## config.mk

```make
export PLATFORM = sky130hd
export DESIGN_NAME = mod5_seq_monitor
export DESIGN_NICKNAME = d
export VERILOG_FILES = /design/src/rtl/mod5_seq_monitor.sv
export SDC_FILE = /design/constraint.sdc
export NUM_CORES = 1
export LEC_CHECK = 0
export ABC_AREA = 1
export ABC_CLOCK_PERIOD_IN_PS = 5100
export CAP_MARGIN = 20
export CORE_ASPECT_RATIO = 0.7
export CORE_MARGIN = 3
export CORE_UTILIZATION = 51
export DETAILED_ROUTE_END_ITERATION = 12
export PLACE_DENSITY_LB_ADDON = 0.05
export SLEW_MARGIN = 30
export SYNTH_ARGS = -nofsm -noshare
export SYNTH_HDL_FRONTEND = slang
export SYNTH_SLANG_ARGS = --single-unit
```

## constraint.sdc

```tcl
create_clock -name clk -period 5.1 [get_ports clk]
set_input_delay 1.02 -clock clk [delete_from_list [all_inputs] [get_ports clk]]
set_output_delay 1.02 -clock clk [all_outputs]
set_load 0.005 [all_outputs]
```

## src/rtl/mod5_seq_monitor.sv

```systemverilog
// rtl/mod5_seq_monitor.sv - sequence monitor for a 3-bit mod-5 counter with wrap and error reporting

module mod5_seq_monitor #(
  parameter int WRAP_W = 8,
  parameter int ERR_W  = 4
) (
  input  logic              clk,
  input  logic              rst,
  input  logic              en,
  input  logic [2:0]        cnt_in,
  input  logic              clr_err,
  output logic              locked,
  output logic              wrap_tick,
  output logic [WRAP_W-1:0] wrap_count,
  output logic              err_illegal,
  output logic              err_seq,
  output logic              err_sticky,
  output logic [ERR_W-1:0]  err_count
);

  typedef enum logic {
    SEARCH = 1'b0,
    LOCKED = 1'b1
  } state_t;

  localparam logic [ERR_W-1:0] ERR_MAX = '1;

  state_t              state;
  state_t              state_nxt;
  logic [2:0]          prev;
  logic [2:0]          prev_nxt;
  logic [2:0]          expected;
  logic                is_illegal;
  logic                tick_nxt;
  logic                ill_nxt;
  logic                seq_nxt;
  logic                err_event;
  logic [WRAP_W-1:0]   wrap_count_nxt;
  logic                sticky_nxt;
  logic [ERR_W-1:0]    err_count_nxt;

  // locked comes straight from the state flop, so it is registered like every other output
  assign locked = (state == LOCKED);

  // Next-state, next-prev and next-output decode for one sample
  always_comb begin
    state_nxt      = state;
    prev_nxt       = prev;
    tick_nxt       = 1'b0;
    ill_nxt        = 1'b0;
    seq_nxt        = 1'b0;
    wrap_count_nxt = wrap_count;
    sticky_nxt     = err_sticky;
    err_count_nxt  = err_count;

    expected   = (prev == 3'd4) ? 3'd0 : prev + 3'd1;
    is_illegal = (cnt_in > 3'd4);

    if (en) begin
      unique case (state)
        SEARCH: begin
          if (is_illegal) begin
            ill_nxt = 1'b1;
          end else if (cnt_in == 3'd0) begin
            // The locking 0 is an entry point, not a wrap
            state_nxt = LOCKED;
            prev_nxt  = 3'd0;
          end
        end
        LOCKED: begin
          if (is_illegal) begin
            // Illegal code has priority; it is never also reported as a sequence break
            state_nxt = SEARCH;
            ill_nxt   = 1'b1;
          end else if (cnt_in == expected) begin
            prev_nxt = cnt_in;
            if (prev == 3'd4) begin
              tick_nxt       = 1'b1;
              wrap_count_nxt = wrap_count + WRAP_W'(1);
            end
          end else begin
            // A mismatching 0 drops lock too; relock waits for a later sampled 0
            state_nxt = SEARCH;
            seq_nxt   = 1'b1;
          end
        end
        default: begin
          state_nxt = SEARCH;
        end
      endcase
    end

    err_event = ill_nxt | seq_nxt;

    // An error in the same cycle as clr_err wins and counts as the first event after clearing
    if (err_event) begin
      sticky_nxt = 1'b1;
      if (clr_err) begin
        err_count_nxt = ERR_W'(1);
      end else if (err_count != ERR_MAX) begin
        err_count_nxt = err_count + ERR_W'(1);
      end
    end else if (clr_err) begin
      sticky_nxt    = 1'b0;
      err_count_nxt = '0;
    end
  end

  // State, history and output registers; rst overrides every other input
  always_ff @(posedge clk) begin
    if (rst) begin
      state       <= SEARCH;
      prev        <= 3'd0;
      wrap_tick   <= 1'b0;
      wrap_count  <= '0;
      err_illegal <= 1'b0;
      err_seq     <= 1'b0;
      err_sticky  <= 1'b0;
      err_count   <= '0;
    end else begin
      state       <= state_nxt;
      prev        <= prev_nxt;
      wrap_tick   <= tick_nxt;
      wrap_count  <= wrap_count_nxt;
      err_illegal <= ill_nxt;
      err_seq     <= seq_nxt;
      err_sticky  <= sticky_nxt;
      err_count   <= err_count_nxt;
    end
  end

endmodule

```

## Yosys cells after proc, flatten, opt, wreduce, memory -nomap -nowiden

Index checks and enable logic that the tools add are counted.
Widths: inputs -> output; s select.

- Add/subtract/negate cells: 3
- Magnitude comparators: 1
- Equality and inequality tests: 7
- Multiplexer cells: 24
- Bitwise logic cells: 5
- Reductions and logical operators: 7

Operators with widths:

| kind | number |
|---|---|
| $mux 4 | 4 |
| $mux 3 | 5 |
| $mux 1 | 13 |
| $reduce_and 5->1 | 2 |
| $add 8x1->8 const B | 1 |
| $ne 2x2->1 const B | 3 |
| $pmux 3 s2 | 1 |
| $reduce_or 5->1 | 1 |
| $add 4x1->4 const B | 1 |
| $ne 4x4->1 const B | 1 |
| $not 1->1 | 4 |
| $reduce_bool 2->1 | 2 |
| $add 3x1->3 const B | 1 |
| $eq 3x3->1 | 1 |
| $eq 3x3->1 const B | 1 |
| $gt 3x3->1 const B | 1 |
| $logic_not 3->1 | 1 |
| $ne 2x1->1 const B | 1 |
| $pmux 1 s2 | 1 |
| $reduce_and 2->1 | 1 |
| $or 1x1->1 | 1 |

- Bits in registers: 20

## Logic depth before layout (Yosys ltp)

- Depth after elaboration: 10
- Gate-level depth with buffers: 14
- Depth with buffers taken out: 14

## Worst setup path after synthesis

Ideal clock, no wire load.

- Path type: input-to-reg
- From: input port cnt_in[0]
- To: register wrap_count[5]
- Arrival time: 1.953 ns
- Data required time: 4.968 ns
- Setup slack: 3.015 ns
- Cell stages on the path: 8
- Buffers on the path: 0
- Cells stage by stage: nor2_1 > nor2_1 > nor2_1 > nand2_1 > nor3_4 > inv_2 > nand2_1 > a21oi_1

- Word-level cells in the longest chain between the ends: 3

RTL lines:

| element | line | RTL |
|---|---|---|
| start, declared | 10 | `input logic [2:0] cnt_in,` |
| $gt 3x3->1 | 57 | `is_illegal = (cnt_in > 3'd4);` |
| $not 1->1 (no source line) | n/a |  |
| $reduce_and 5->1 (no source line) * | n/a |  |
| end signal, assigned | 124 | `wrap_count <= wrap_count_nxt;` |
| end, declared | 14 | `output logic [WRAP_W-1:0] wrap_count,` |

Mark *: on every way between the ends. The rest lies on a longest branch, timed or not.
A chain may end at the register's enable or synchronous reset.

## Final worst setup path

- From: input port cnt_in[0]
- To: register wrap_count[6]

Same word-level chain as after synthesis.

==> impl_metrics.env <==
export IMPL_fin_skew_ns=0.00145
export IMPL_rows=12
export IMPL_hold_class="reg2reg"
export IMPL_syn_to_final_growth_pct=27.0
export IMPL_wl_per_cell_um=11.4
export IMPL_grt_max_degree=19
export IMPL_place_congestion=0.868
export IMPL_yosys_register_bits=20
export IMPL_crit_path_max_fanout=9
export IMPL_root_buffer="clkbuf_4"
export IMPL_boundaryPins=24
export IMPL_p_leak_nw=0.533
export IMPL_worstSkewPairLatency_ns=0.29
export IMPL_die_area_um2=2550
export IMPL_drc_errors=0
export IMPL_grt_total_usage_pct=17.9
export IMPL_slew_viol_final=0
export IMPL_finalCriticalPeriod_ns=2.49
export IMPL_synth_area_per_cell_um2=7.08
export IMPL_p_clk_share_pct=27.7
export IMPL_worstSetupStartpointType="primary input"
export IMPL_fin_cells=187
export IMPL_n_antenna_cell=0
export IMPL_yosysTopAreaCell="dfxtp_1"
export IMPL_cts_clk_slew_worst_paths_ns=0.10
export IMPL_yosysMostFrequentCell="nand2_1"
export IMPL_drv_cap=0
export IMPL_drt_iter0_drc=38
export IMPL_synth_area_top_cells="dfxtp_1, nand2_1, a21oi_1"
export IMPL_cts_resized=0
export IMPL_core_um2=1710
export IMPL_critPathKind="in2reg"
export IMPL_final_hold_violation_count=0
export IMPL_max_slew_margin_pct=57.1
export IMPL_cts_buffers=3
export IMPL_ys_flop_type="dfxtp_1"
export IMPL_io_buffer_count=23
export IMPL_p_per_area_nw_per_um2=199
export IMPL_firstDrtPassIters=4
export IMPL_initial_core_util_pct=58.8
export IMPL_async_flop_share_pct=0
export IMPL_nNetsFinal=179
export IMPL_num_vias=931
export IMPL_fp_dieH_um=43.2
export IMPL_final_util_pct=74.6
export IMPL_cp_end_kind="register"
export IMPL_critPathArrivalTime_ns=2.64
export IMPL_drive_above_1_share_pct=5.42
export IMPL_sw_frac_of_total_pct=22.4
export IMPL_fmax_mhz=402
export IMPL_rsz0062_at_grt="no"
export IMPL_synth_nets=153
export IMPL_chipWidth_um=59.1
export IMPL_internal_power_mw=0.197
export IMPL_grt_overflow=0
export IMPL_yosys_warnings=0
export IMPL_synth_edff_count=0
export IMPL_tns_ns=0
export IMPL_cts_htree_levels=1
export IMPL_ir_drop_v=0.000206
export IMPL_ys_seq_area_share_pct=39.8
export IMPL_drtAntennaViolNets=0
export IMPL_wl_um=2130
export IMPL_run_status="finished clean"
export IMPL_hold_buffers=0
export IMPL_yosys_top_cells_count="nand2_1, dfxtp_1, a21oi_1, inv_1, nor2_1"
export IMPL_synth_distinct_cells=20
export IMPL_switching_power_mw=0.0569
export IMPL_p_seq_share_pct=62.9
export IMPL_r2r_slack_ns=3.23
export IMPL_timing_final_crit_share_pct=48.7
export IMPL_hpwl_um=1630
export IMPL_worst_slew_pin_slew_ns=0.641
export IMPL_cts_tree="built"
export IMPL_pre_cts_ws_ns=2.30
export IMPL_grt_pass1_wl_um=3520
export IMPL_viasPerCell=4.98
export IMPL_cts_num_sinks=20
export IMPL_setup_viol=0
export IMPL_power_mw=0.254
export IMPL_required_ns=5.25
export IMPL_setup_slack_ns=2.61
export IMPL_placed_cells_incl_taps=184
export IMPL_post_cts_setup_buffers=0
export IMPL_antenna_found_initial=0
export IMPL_first_global_vias=814
export IMPL_synth_area_um2=1010
export IMPL_clock_path_buffers=2
export IMPL_syn_instance_count=142
export IMPL_synth_top_cell_area_share_pct=39.8
export IMPL_power_frac_comb_pct=9.4
==> area by class of cell <==
class,instances,area (um^2)
clock buffer,3,22.5
sequential,20,400
inverter,16,60.1
timing repair buffer,23,230
fill,142,434
tap,21,26.3
multi-input combinational,104,538
==> metal layers <==
metal | GRT usage, % | share of wire [%] | wire (um) | vias to the layer above
met2 | 26.2 | 43 | 914 | 29
met4 | 1.36 | 0.52 | 11 | 0
met3 | 6.69 | 7.4 | 158 | 2
met5 | 0 | 0 | 0 | -
met1 | 25.7 | 49 | 1040 | 400
li1 | - | - | - | 500
==> critical path, stage by stage <==
cell and delay [ns]:
clkdlybuf4s50_1 0.46, nor2_1 0.18, nor2_1 0.07, nor2_1 0.13, nand2_1 0.13, nor3_4 0.35
inv_2 0.15, nand2_1 0.08, a21oi_1 0.06
==> power groups by stage <==
stage | clock network, mW | registers, mW | logic (mW)
after floorplan | 0 | 0.163 | 0.0118
after global placement | 0 | 0.163 | 0.0232
after detailed placement | 0 | 0.163 | 0.0239
after CTS | 0.0737 | 0.160 | 0.0239
after global routing | 0.0825 | 0.160 | 0.0266
final | 0.0705 | 0.160 | 0.0240
==> through the flow <==
step                hold WS, ns  area, um^2
finish                    0.492        1280
global route              0.511        1280
CTS                       0.495        1280
detailed placement        0.480        1250
global placement          0.470        1250
floorplan                 0.458        1010
==> path summary, 6_finish.rpt <==
check             from             to  depth (start not counted)
max          cnt_in[0]  wrap_count[6]                          9
min            prev[1]        prev[1]                          2
max reg2reg    prev[0]  wrap_count[6]                         12
min reg2reg    prev[1]        prev[1]                          2
==> cells in the final DEF, fill, tap and decap left out, drive strengths merged <==
cell	n
a21boi	1
a21oi	16
clkbuf	3
clkdlybuf4s50	23
dfxtp	20
ha	4
inv	16
nand2	46
nand3	6
nand3b	1
nand4	3
nor2	14
nor3	2
o211ai	1
o21ai	2
xnor2	3
xor2	5
==> sequential cells by signal, summed over array words and instances, names as in the netlist <==
register	cells
wrap_tick	1
prev	3
wrap_count	8
err_illegal	1
err_seq	1
locked	1
err_count	4
err_sticky	1
==> cell families (layout without fill, tap and decap cells) <==
kind of cell	Yosys count	after routing	synth area share [%]
buffers and inverters	18	42	6.71
XOR/XNOR	8	8	6.97
AND/OR/NAND/NOR	72	72	31.1
AO/OA/AOI/OAI	20	20	10.4
adder cells (fa/ha/maj)	4	4	4.98
flip-flops	20	20	39.8
Power figures use the tool's default switching activity.
